## config.mk

```make
export PLATFORM = sky130hd
export DESIGN_NAME = i2c_config_sequencer
export DESIGN_NICKNAME = d
export VERILOG_FILES = /design/src/rtl/i2c_config_sequencer.sv
export SDC_FILE = /design/constraint.sdc
export NUM_CORES = 1
export LEC_CHECK = 0
export ABC_AREA = 1
export CORE_MARGIN = 2
export CORE_UTILIZATION = 43
export CTS_BUF_LIST = sky130_fd_sc_hd__clkbuf_8
export DETAILED_ROUTE_END_ITERATION = 10
export DONT_BUFFER_PORTS = 1
export MAX_ROUTING_LAYER = met4
export PLACE_DENSITY_LB_ADDON = 0.08
export SYNTH_ARGS = -nofsm -noshare
export SYNTH_HDL_FRONTEND = slang
export SYNTH_SLANG_ARGS = --single-unit
```

## constraint.sdc

```tcl
create_clock -name clk -period 1.7 [get_ports clk]
set_input_delay 0.34 -clock clk [delete_from_list [all_inputs] [get_ports clk]]
set_output_delay 0.34 -clock clk [all_outputs]
set_load 0.01 [all_outputs]
```

## src/rtl/i2c_config_sequencer.sv

```systemverilog
// Power-up configuration sequencer for the audio codec: streams ROM bytes as I2C
// WRITEs to one peripheral, then optionally reads back and checks an ID byte.
module i2c_config_sequencer #(
  parameter int         NUM_ENTRIES    = 8,
  parameter int         ADDR_W         = 4,
  parameter logic [6:0] PERIPH_ADDR    = 7'd5,
  parameter int         GAP_CYCLES     = 16,
  parameter int         TIMEOUT_CYCLES = 1024,
  parameter bit         VERIFY         = 1'b1,
  parameter logic [7:0] EXPECT_ID      = 8'hB5
) (
  input  logic              clk,
  input  logic              reset,
  input  logic              start,
  output logic [ADDR_W-1:0] rom_addr,
  input  logic [7:0]        rom_data,
  output logic              i2c_enable,
  output logic              i2c_mode,
  output logic [6:0]        i2c_periph_addr,
  output logic [7:0]        i2c_transmit_byte,
  input  logic              i2c_ready,
  input  logic [7:0]        i2c_read_byte,
  output logic              busy,
  output logic              done,
  output logic              error,
  output logic [7:0]        id_byte
);

  localparam logic [3:0] S_IDLE   = 4'd0;
  localparam logic [3:0] S_LOAD   = 4'd1;
  localparam logic [3:0] S_ISSUE  = 4'd2;
  localparam logic [3:0] S_BUSY   = 4'd3;
  localparam logic [3:0] S_GAP    = 4'd4;
  localparam logic [3:0] S_VERIFY = 4'd5;
  localparam logic [3:0] S_CHECK  = 4'd6;
  localparam logic [3:0] S_DONE   = 4'd7;
  localparam logic [3:0] S_ERROR  = 4'd8;

  localparam int CNT_MAX = (TIMEOUT_CYCLES > GAP_CYCLES) ? TIMEOUT_CYCLES : GAP_CYCLES;
  localparam int CNT_W   = $clog2(CNT_MAX + 1);
  localparam logic [CNT_W-1:0]  TO_LAST   = CNT_W'(TIMEOUT_CYCLES - 1);
  localparam logic [CNT_W-1:0]  GAP_LAST  = CNT_W'(GAP_CYCLES - 1);
  localparam logic [ADDR_W-1:0] LAST_ADDR = ADDR_W'((NUM_ENTRIES > 0) ? NUM_ENTRIES - 1 : 0);
  localparam logic [3:0] S_AFTER_WRITES = VERIFY ? S_VERIFY : S_DONE;
  localparam logic [3:0] S_AFTER_START  = (NUM_ENTRIES > 0) ? S_LOAD : S_AFTER_WRITES;

  logic [3:0]        state_q, state_d;
  logic [ADDR_W-1:0] rom_addr_q, rom_addr_d;
  logic              enable_q, enable_d;
  logic              mode_q, mode_d;
  logic [7:0]        tx_byte_q, tx_byte_d;
  logic              busy_q, busy_d;
  logic              done_q, done_d;
  logic              error_q, error_d;
  logic [7:0]        id_byte_q, id_byte_d;
  logic [CNT_W-1:0]  cnt_q, cnt_d;

  always_comb begin
    state_d    = state_q;
    rom_addr_d = rom_addr_q;
    enable_d   = enable_q;
    mode_d     = mode_q;
    tx_byte_d  = tx_byte_q;
    busy_d     = busy_q;
    done_d     = done_q;
    error_d    = error_q;
    id_byte_d  = id_byte_q;
    cnt_d      = cnt_q;
    case (state_q)
      S_IDLE, S_DONE, S_ERROR: begin
        if (start) begin
          rom_addr_d = '0;
          busy_d     = 1'b1;
          done_d     = 1'b0;
          error_d    = 1'b0;
          cnt_d      = '0;
          state_d    = S_AFTER_START;
          if (S_AFTER_START == S_DONE) begin
            busy_d = 1'b0;
            done_d = 1'b1;
          end
        end
      end
      S_LOAD: begin
        tx_byte_d = rom_data;
        mode_d    = 1'b1;
        cnt_d     = '0;
        state_d   = S_ISSUE;
      end
      S_VERIFY: begin
        mode_d  = 1'b0;
        cnt_d   = '0;
        state_d = S_ISSUE;
      end
      S_ISSUE: begin
        cnt_d = cnt_q + 1'b1;
        // ready low while we hold enable means the controller took the request
        if (enable_q && !i2c_ready) begin
          enable_d = 1'b0;
          cnt_d    = '0;
          state_d  = S_BUSY;
        end else if (cnt_q == TO_LAST) begin
          enable_d = 1'b0;
          busy_d   = 1'b0;
          error_d  = 1'b1;
          state_d  = S_ERROR;
        end else if (i2c_ready) begin
          enable_d = 1'b1;
        end
      end
      S_BUSY: begin
        cnt_d = cnt_q + 1'b1;
        if (i2c_ready) begin
          cnt_d   = '0;
          state_d = mode_q ? S_GAP : S_CHECK;
        end else if (cnt_q == TO_LAST) begin
          busy_d  = 1'b0;
          error_d = 1'b1;
          state_d = S_ERROR;
        end
      end
      S_GAP: begin
        cnt_d = cnt_q + 1'b1;
        if (cnt_q == GAP_LAST) begin
          cnt_d = '0;
          if (rom_addr_q == LAST_ADDR) begin
            state_d = S_AFTER_WRITES;
            if (S_AFTER_WRITES == S_DONE) begin
              busy_d = 1'b0;
              done_d = 1'b1;
            end
          end else begin
            rom_addr_d = rom_addr_q + 1'b1;
            state_d    = S_LOAD;
          end
        end
      end
      S_CHECK: begin
        id_byte_d = i2c_read_byte;
        busy_d    = 1'b0;
        if (i2c_read_byte == EXPECT_ID) begin
          done_d  = 1'b1;
          state_d = S_DONE;
        end else begin
          error_d = 1'b1;
          state_d = S_ERROR;
        end
      end
      default: state_d = S_IDLE;
    endcase
  end

  always_ff @(posedge clk or posedge reset) begin
    if (reset) begin
      state_q    <= S_IDLE;
      rom_addr_q <= '0;
      enable_q   <= 1'b0;
      mode_q     <= 1'b0;
      tx_byte_q  <= '0;
      busy_q     <= 1'b0;
      done_q     <= 1'b0;
      error_q    <= 1'b0;
      id_byte_q  <= '0;
      cnt_q      <= '0;
    end else begin
      state_q    <= state_d;
      rom_addr_q <= rom_addr_d;
      enable_q   <= enable_d;
      mode_q     <= mode_d;
      tx_byte_q  <= tx_byte_d;
      busy_q     <= busy_d;
      done_q     <= done_d;
      error_q    <= error_d;
      id_byte_q  <= id_byte_d;
      cnt_q      <= cnt_d;
    end
  end

  assign rom_addr          = rom_addr_q;
  assign i2c_enable        = enable_q;
  assign i2c_mode          = mode_q;
  assign i2c_periph_addr   = PERIPH_ADDR;
  assign i2c_transmit_byte = tx_byte_q;
  assign busy              = busy_q;
  assign done              = done_q;
  assign error             = error_q;
  assign id_byte           = id_byte_q;

endmodule

```

==> results.py, run 1 <==
metrics = {
    "outcome": {
        "status": "finished clean",
    },
    "floorplanning": {
        "dieWidth_um": 76.5,
        "core_sq_mm": 0.00507,
        "die-area_sq_mm": 0.00584,
        "rows": 26,
        "fp.dieH_um": 76.5,
        "initial_core_util_pct": 44.5,
        "pin_count": 52,
    },
    "cells_and_area": {
        "area_delta_synth_final_pct": 10.9,
        "multi_input_area_sq_mm": 0.00109,
        "insertedDiodeCount": 0,
        "layout-drive-gt1-share_pct": 17.5,
        "nets": 319,
        "seqCellArea_sq_mm": 0.00100,
        "post-route-util_pct": 49.3,
        "fill_cells": 519,
    },
    "detailed_routing": {
        "dr.first_iter.drc_count": 115,
        "routed_wl_mm": 4.66,
        "drt_first_pass_iters": 5,
        "wl_per_cell_um": 12.7,
        "m1WireLength_mm": 2.16,
        "remaining_drc_errors": 0,
        "routed-via-count": 1786,
        "viasPerCell": 4.87,
        "highest_layer": "met4",
        "postRouteAntennaNets": 0,
        "wl_met3_um": 351,
        "wl_met2_mm": 2.08,
    },
    "power_and_ir_drop": {
        "p_leak_uw": 0.00131,
        "irDropWorstVdd_v": 0.000870,
        "power_density_mw_per_mm2": 1740,
    },
    "logic_synthesis": {
        "yosys-top-cells-area": "dfrtp_1 (44%), nand2_1 (14%), nand3_1 (5.3%)",
        "synth-main-ff-cell": "dfrtp_1",
        "async_flop_share_pct": 100,
        "synthesis.area_sq_mm": 0.00226,
        "synth.ff_latch_count": 40,
        "synth_most_common_cell": "nand2_1",
        "synth_cell_type_count": 26,
        "synth-warning-count": 0,
        "seq_area_frac_synth_pct": 44.3,
        "syn_inst": 287,
        "ys_top_cells_by_count": "nand2_1 (87), dfrtp_1 (40), inv_1 (32), nand3_1 (24), nor2_1 (23)",
        "synth.avg_cell_area_sq_um": 7.86,
        "synth_top_area_share_pct": 44.3,
        "synth-edff-count": 0,
        "synth.largest_area_cell": "dfrtp_1",
    },
    "worst_setup_path": {
        "critPathArrivalTime_ns": 1.76,
        "cp-start-kind": "flop",
        "required_ns": 1.89,
        "worstSetupPathType": "flop to flop",
        "crit_path_max_fanout": 7,
        "cp-end-kind": "flop",
    },
    "job": {
        "maxCapViolCount": 0,
    },
    "sta": {
        "min_period_ns": 1.57,
        "fin_crit_sh_pct": 92.5,
        "max_freq_ghz": 0.636,
        "slew_violations": 0,
        "finalClockSkew_ns": 0.00285,
        "max-slew-margin-rel_pct": 66.2,
        "hold_viol": 0,
        "tightest_slew_ns": 0.508,
        "timing.hold.ws_ns": 0.0581,
        "setup_viol": 0,
    },
    "clock_network": {
        "h-tree-depth": 2,
        "cts_inserted_buffers": 5,
        "clock_latency_ns": 0.29,
        "clockRootBuffer": "clkbuf_8",
        "ctsHoldBuffers": 0,
        "cts.clk_slew.worst_paths_ns": 0.07,
        "cts_tree": "yes",
        "cts_sinks": 40,
        "cts_buffer_depth": 2,
    },
    "placed_design": {
        "port_buffers": 0,
        "finalWeightedCongestion": 0.832,
        "dp_hpwl_mm": 3.48,
    },
    "grt": {
        "grt_pass1_vias": 1750,
        "grt_pass1_wl_mm": 8.05,
        "grtUsageTotal_pct": 17.6,
        "antenna_found_initial": 0,
        "grt_overflow": 0,
        "grt_max_degree": 41,
    },
    "worst_hold_path": {
        "hp-class": "input port to asynchronous set/reset pin",
    },
}
## cell type report
class	count	area share, %
Tap cell	70	3.50
Multi-Input combinational cell	206	43.5
Sequential cell	40	40.0
Clock inverter	2	2.40
Inverter	36	5.40
Clock buffer	5	2.75
Timing Repair Buffer	8	2.40
## layout by cell type, fill, tap and decap left out
master,n
nand2_2,6
nor3_1,2
buf_4,8
ha_1,1
dfrtp_2,1
nand4_1,8
xor2_1,1
o21ai_2,1
ha_4,1
nor3_4,1
clkbuf_8,5
a21oi_2,1
inv_2,4
conb_1,7
inv_1,32
nand2_4,5
o21ai_1,1
nand3_2,4
nor2_1,23
dfrtp_1,39
nand3_1,22
bufinv_16,2
o211ai_1,1
nor3b_1,1
o21ai_0,13
nor2_4,5
a21oi_1,7
mux2_2,8
nand2_1,87
## power breakdown
group          switching (uW)  leakage, uW  total, uW  internal (uW)
clock network             329    0.0000642        906            578
logic                    1080     0.000740       1760            682
registers                 398     0.000508       1680           1280
## critical path, stage by stage, from the launching register on
cell and delay [ns]:
dfrtp_1 0.40, inv_1 0.11, nor2_4 0.15, nand2_4 0.11, inv_1 0.15, nand2_2 0.11, nand2_2 0.14, nor2_4 0.06
buf_4 0.14, nand2_1 0.05, nand2_1 0.05
## cell families (layout without fill, tap and decap cells)
group / count (synthesis) / in the layout / synth area share (%)
AO/OA/AOI/OAI: 24 / 24 / 5.77
XOR/XNOR: 1 / 1 / 0.388
adder cells (fa/ha/maj): 2 / 2 / 1.11
buffers and inverters: 46 / 51 / 9.48
flip-flops: 40 / 40 / 44.3
multiplexers: 8 / 8 / 3.99
other: 2 / 7 / 0.333
AND/OR/NAND/NOR: 164 / 164 / 34.6
## path summary, 6_finish.rpt
check,startpoint,end,slack [ns],cells after the start
max in group asynchronous,reset,state_q[3],1.27,2
min in group clk,i2c_read_byte[2],id_byte[2],0.15,2
max reg2reg,state_q[2],rom_addr[3],0.13,10
min,reset,i2c_transmit_byte[3],0.06,2
max,state_q[2],rom_addr[3],0.13,10
min reg2reg,cnt_q[0],cnt_q[0],0.54,1
## flip-flops by register name (all words and copies together) (netlist names)
| register | cells |
|---|---|
| error | 1 |
| i2c_mode | 1 |
| done | 1 |
| busy | 1 |
| state_q | 4 |
| i2c_enable | 1 |
| cnt_q | 11 |
| rom_addr | 4 |
| i2c_transmit_byte | 8 |
| id_byte | 8 |
## layer usage
layer  up-vias  track usage [%]
met5         -                -
met4         0             5.64
met3         7             4.62
met2        58             26.1
met1       812             23.5
li1        909                -
## per-stage QoR
step / setup slack, ns / area, sq um / total power, uW / instances / setup TNS (ns)
floorplan: 0.232 / 2280 / 3090 / 292 / 0
global placement: 0.0603 / 2340 / 3410 / 359 / 0
detailed placement: 0.0860 / 2340 / 3420 / 359 / 0
CTS: 0.0666 / 2470 / 4340 / 366 / 0
global route: -0.0147 / 2500 / 4710 / 367 / -0.0361
finish: 0.128 / 2500 / 4350 / 367 / 0
## what timing repair did
| action | 4_1_cts | 5_1_grt |
|---|---|---|
| setup buffers | 0 | 1 |
| resized for setup | 0 | 7 |
| endpoints found under the hold margin | 0 | 0 |
| setup endpoints to repair | 0 | 9 |
(Power assumes the default switching activity.)
==> run 2: changes to the inputs <==
- ABC_AREA: 1 -> default
- clock period: 1.7 -> 1.6 ns (I/O delays scaled with it)
==> run 2 against run 1 <==
  * The run now ends with negative setup slack left
  * Via count grew 3.0%
  * Core utilization grew 14 points
  * Clock skew grew 0.00062 ns
  * Die area shrank 6.2%
  * Sequential power is essentially flat
  * Wire length grew 15%
  * Highest routed layer unchanged
==> results.py, run 2 <==
metrics = {
    "outcome": {
        "status": "finished, violations left",
        "violations": "negative setup slack",
    },
    "worst_setup_path": {
        "slowest_delay_ns": 0.53,
        "r2r-end": "rom_addr[3]",
        "cp_top_family": "simple AND/OR/NAND/NOR gates",
        "r2r_slack_ns": -0.30,
        "cp-end-kind": "flop",
        "crit_slowest_cell": "or4b_4",
        "path_buf_inv": 0,
        "worst-r2r-cell-count": 5,
        "worstSetupPathType": "flop to flop",
        "required_ns": 1.82,
        "crit_path_max_fanout": 4,
        "critPathArrivalTime_ns": 2.12,
        "cp-start-kind": "flop",
        "rr_startpoint": "state_q[1]",
        "crit_chain": "or4b_4, and3_4, a211o_4, or3_1, a21boi_1",
    },
    "grt": {
        "grt_max_degree": 41,
        "grt_pass1_vias": 1897,
        "grtUsageTotal_pct": 21.4,
        "grt_pass1_wl_mm": 8.64,
        "grt_overflow": 0,
        "antenna_found_initial": 0,
    },
    "placed_design": {
        "port_buffers": 0,
        "dp_hpwl_mm": 3.74,
        "finalWeightedCongestion": 0.847,
    },
    "clock_network": {
        "cts_sinks": 40,
        "cts.clk_slew.worst_paths_ns": 0.07,
        "clock_latency_ns": 0.29,
        "cts_tree": "yes",
        "h-tree-depth": 2,
        "clockRootBuffer": "clkbuf_8",
        "ctsHoldBuffers": 0,
        "cts_inserted_buffers": 5,
        "cts_buffer_depth": 2,
    },
    "logic_synthesis": {
        "seq_area_frac_synth_pct": 47.4,
        "synth.largest_area_cell": "dfrtp_1",
        "synth.ff_latch_count": 40,
        "synth_top_area_share_pct": 47.4,
        "async_flop_share_pct": 100,
        "syn_inst": 207,
        "yosys-top-cells-area": "dfrtp_1 (47%), mux2_2 (9.6%), nor2_1 (4.8%)",
        "synth_cell_type_count": 47,
        "synth-warning-count": 0,
        "synth_most_common_cell": "dfrtp_1",
        "synth-main-ff-cell": "dfrtp_1",
        "synth.avg_cell_area_sq_um": 10.2,
        "ys_top_cells_by_count": "dfrtp_1 (40), nor2_1 (27), mux2_2 (18), nand2_1 (11), o21ai_0 (10)",
        "synth-edff-count": 0,
        "synthesis.area_sq_mm": 0.00211,
    },
    "floorplanning": {
        "core_sq_mm": 0.00472,
        "die-area_sq_mm": 0.00548,
        "initial_core_util_pct": 44.7,
        "rows": 25,
        "pin_count": 52,
        "fp.dieH_um": 74.1,
        "dieWidth_um": 74.1,
    },
    "detailed_routing": {
        "wl_per_cell_um": 15.7,
        "dr.first_iter.drc_count": 48,
        "routed-via-count": 1839,
        "drt_first_pass_iters": 4,
        "remaining_drc_errors": 0,
        "postRouteAntennaNets": 0,
        "viasPerCell": 5.39,
        "routed_wl_mm": 5.36,
    },
    "cells_and_area": {
        "area_delta_synth_final_pct": 40.7,
        "seqCellArea_sq_mm": 0.00100,
        "post-route-util_pct": 62.9,
        "largest-register": "cnt_q",
        "final_common_cell": "buf_4",
        "largest_reg_flops": 11,
        "multi_input_area_sq_mm": 0.00120,
        "layout_common_cells": "buf_4 (55), dfrtp_1 (40), mux2_2 (17), nor2_1 (14)",
        "nets": 295,
        "fill_cells": 382,
        "insertedDiodeCount": 0,
        "layout-drive-gt1-share_pct": 47.1,
    },
    "sta": {
        "hold_viol": 0,
        "finalClockSkew_ns": 0.00348,
        "min_period_ns": 1.90,
        "slew_violations": 0,
        "setup_viol": 20,
        "fin_ws_ns": -0.303,
        "fin_crit_sh_pct": 119,
        "max_freq_ghz": 0.526,
        "rsz0062_at_grt": "yes",
    },
    "power_and_ir_drop": {
        "power.total_uw": 5310,
        "power_density_mw_per_mm2": 1790,
        "p_leak_uw": 0.00135,
        "irDropWorstVdd_v": 0.000930,
    },
    "worst_hold_path": {
        "hp-class": "input port to asynchronous set/reset pin",
    },
    "job": {
        "maxCapViolCount": 0,
    },
}
-- run 2: cell types whose count changed after synthesis, moves of 6 or more --
cell,previous run,this run
nand3_1,24,4
inv_1,32,4
mux2_2,8,18
nand2_1,87,11
nand2_2,6,0
xor2_1,1,9
-- run 2: through the flow --
stage | cells | setup WS, ns | TNS (ns) | hold WS, ns | area (sq um)
after detailed placement | 319 | -0.308 | -3.64 | 0.365 | 2580
after global placement | 319 | -0.267 | -3.32 | 0.354 | 2580
after floorplan | 212 | -0.237 | -3.07 | 0.470 | 2190
final | 341 | -0.303 | -4.31 | 0.0367 | 2970
after CTS | 339 | -0.298 | -4.06 | 0.0476 | 2900
after global routing | 341 | -0.412 | -6.35 | 0.0734 | 2970
-- run 2: repair_timing --
| item | 4_1_cts | 5_1_grt |
|---|---|---|
| gates cloned | 2 | 1 |
| pin swaps | 9 | 10 |
| buffers inserted | 10 | 2 |
| resized for setup | 40 | 10 |
| setup endpoints to repair | 29 | 31 |
-- run 2: metal layers --
metal,up-vias,part of all wire [%],GRT usage [%]
met1,902,43,25.7
met5,-,0,-
met2,61,50,35.1
met3,12,4.7,4.47
met4,0,2.4,8.48
li1,864,-,-
-- run 2: report_power, final --
part           switching, uW  internal, uW
registers                350          1360
clock network            338           339
logic                   1350          1580
-- run 2: cell type report --
class                      instances  share of cell area [%]
multi-input combinational        153                    40.5
sequential                        40                    33.7
timing repair buffer              69                    19.4
tap                               67                    2.82
clock buffer                       6                    2.78
inverter                           4                   0.506
clock inverter                     2                   0.253
-- run 2: cell families (layout without fill, tap and decap cells) --
family	Yosys count	count (layout)	synth area share [%]
adders and majority gates	2	2	1.19
other	2	7	0.356
muxes	18	18	9.60
xor gates and xnor gates	9	9	3.73
AOI/OAI and AO/OA	38	38	12.6
and+or+nand+nor	79	79	20.2
DFF	40	40	47.4
buffers and inverters	19	81	4.86
-- run 2: how the worst max path moves through the flow --
stage / startpoint / endpoint / slack (ns) / depth (start not counted)
6_report: state_q[1] / rom_addr[3] / -0.30 / 5
5_1_grt: cnt_q[0] / rom_addr[3] / -0.41 / 7
4_1_cts: state_q[1] / rom_addr[3] / -0.30 / 5
3_5_place_dp: state_q[1] / rom_addr[3] / -0.31 / 5
3_3_place_gp: cnt_q[0] / rom_addr[3] / -0.27 / 7
2_1_floorplan: state_q[2] / cnt_q[10] / -0.24 / 7
==> run 3: changes to the inputs <==
- CAP_MARGIN: default -> 0
- SETUP_SLACK_MARGIN: default -> 0.5
==> run 3 against run 2 <==
  * The flow still finishes with violations (negative setup slack)
  * Combinational power is 7.2% higher
  * Setup slack got worse by 0.010 ns
  * Via count grew 0.82%
  * Cell area rose by 6.6%
  * Flip-flop and latch count is the same
  * Largest power group unchanged
==> results.py, run 3 (same netlist as run 2, synthesis figures left out) <==
metrics = {
    "cells_and_area": {
        "finalInstanceArea_sq_mm": 0.00316,
        "seqCellArea_sq_mm": 0.00100,
        "largest-register": "cnt_q",
        "layout_common_cells": "buf_4 (48), dfrtp_1 (40), buf_6 (21), nor2_1 (17), mux2_4 (16)",
        "area_delta_synth_final_pct": 49.9,
        "layout-drive-gt1-share_pct": 49.1,
        "final_common_cell": "buf_4",
        "fill_cells": 354,
        "insertedDiodeCount": 0,
        "post-route-util_pct": 67.0,
        "nets": 300,
        "largest_reg_flops": 11,
        "final_cells": 346,
        "multi_input_area_sq_mm": 0.00129,
    },
    "worst_hold_path": {
        "hp-class": "input port to flop",
        "holdPathStages": 1,
    },
    "detailed_routing": {
        "routed_wl_mm": 5.75,
        "remaining_drc_errors": 0,
        "dr.first_iter.drc_count": 94,
        "drt_first_pass_iters": 4,
        "wl_per_cell_um": 16.6,
        "postRouteAntennaNets": 0,
        "routed-via-count": 1854,
        "viasPerCell": 5.36,
    },
    "clock_network": {
        "cts_sinks": 40,
        "cts_inserted_buffers": 5,
        "cts_tree": "yes",
        "cts.clk_slew.worst_paths_ns": 0.09,
        "cts_buffer_depth": 2,
        "clock_latency_ns": 0.30,
        "h-tree-depth": 2,
        "clockRootBuffer": "clkbuf_8",
    },
    "power_and_ir_drop": {
        "seqPwrFrac_pct": 30.3,
        "irDropWorstVdd_v": 0.00104,
        "power_density_mw_per_mm2": 1810,
        "p_leak_uw": 0.00144,
        "p_switching_uw": 2180,
        "power_frac_comb_pct": 54.7,
        "p_sw_share_pct": 37.9,
        "power.internal_uw": 3560,
        "clkPwrFrac_pct": 15.0,
    },
    "floorplanning": {
        "die-area_sq_mm": 0.00548,
        "rows": 25,
        "fp.dieH_um": 74.1,
        "core_sq_mm": 0.00472,
        "dieWidth_um": 74.1,
        "initial_core_util_pct": 44.7,
        "pin_count": 52,
    },
    "grt": {
        "grt_overflow": 0,
        "grt_pass1_vias": 1933,
        "grt_pass1_wl_mm": 9.03,
        "grtUsageTotal_pct": 22.2,
        "antenna_found_initial": 0,
        "grt_max_degree": 24,
    },
    "worst_setup_path": {
        "crit_chain": "or4b_4, and3_4, a211o_4, buf_4, mux2_2",
        "path_buf_inv": 1,
        "cp-start-kind": "flop",
        "slowest_delay_ns": 0.55,
        "worstSetupPathType": "flop to flop",
        "required_ns": 1.78,
        "worst-r2r-cell-count": 5,
        "crit_path_max_fanout": 4,
        "critPathArrivalTime_ns": 2.10,
        "cp-end-kind": "flop",
        "cp_num_cells": 5,
        "crit_slowest_cell": "or4b_4",
        "cp_top_family": "simple AND/OR/NAND/NOR gates",
    },
    "sta": {
        "finalClockSkew_ns": 0.00627,
        "fin_crit_sh_pct": 120,
        "setup_tns_ns": -4.34,
        "slew_violations": 0,
        "rsz0062_at_grt": "yes",
        "fin_ws_ns": -0.313,
        "min_period_ns": 1.91,
        "max_freq_ghz": 0.523,
        "setup_viol": 22,
        "hold_viol": 0,
    },
    "placed_design": {
        "port_buffers": 0,
        "finalWeightedCongestion": 0.855,
        "place_area_sq_mm": 0.00262,
        "dp_hpwl_mm": 3.90,
        "pre_cts_slack_ns": -0.327,
        "place_inst": 316,
    },
    "outcome": {
        "violations": "negative setup slack",
        "status": "finished, violations left",
    },
    "job": {
        "maxCapViolCount": 0,
    },
}
[run 3: worst paths after layout]
path,end,start,slack [ns]
worst min register to register,done,done,0.58
worst max-delay path,rom_addr[0],state_q[1],-0.31
worst max register to register,rom_addr[0],state_q[1],-0.31
max in group asynchronous,i2c_transmit_byte[7],reset,0.65
min in group asynchronous,cnt_q[10],reset,0.51
worst min-delay path,id_byte[5],i2c_read_byte[5],0.16
[run 3: per-stage QoR]
stage / total power (uW) / hold slack [ns]
after global routing: 6040 / 0.151
after global placement: 3980 / 0.214
after CTS: 5510 / 0.154
after detailed placement: 4080 / 0.230
after floorplan: 3200 / 0.299
final: 5740 / 0.162
[run 3: layer usage]
layer	track usage (%)	part of all wire, %	vias up
li1	-	-	872
met1	27.8	42	921
met2	36.3	52	48
met3	3.79	3.6	13
met4	8.08	2.3	0
met5	-	0	-
[run 3: area by class of cell]
type,count,area share (%)
Tap cell,67,2.65
Clock inverter,3,1.50
Clock buffer,5,2.17
Multi-Input combinational cell,154,40.6
Sequential cell,40,31.6
Inverter,4,0.593
Timing Repair Buffer,73,20.8
[run 3: worst reg2reg max path: stages (launching register included)]
cell and delay, ns:
dfrtp_1 0.40, or4b_4 0.55, and3_4 0.17, a211o_4 0.26
buf_4 0.15, mux2_2 0.27
[run 3: what timing repair did]
action,in CTS,in global routing
cloned,1,1
buffers inserted,9,10
hold endpoints to repair,17,0
pin swaps,10,9
setup endpoints to repair,45,45
gates resized for setup,46,21
hold buffers,1,0
[run 3: power by group through the flow]
stage / Sequential (uW) / Clock (uW) / Combinational, uW
3_3_place_gp: 1720 / 0 / 2260
3_5_place_dp: 1740 / 0 / 2340
2_1_floorplan: 1700 / 0 / 1490
5_1_grt: 1770 / 911 / 3360
4_1_cts: 1730 / 884 / 2890
6_report: 1740 / 863 / 3140
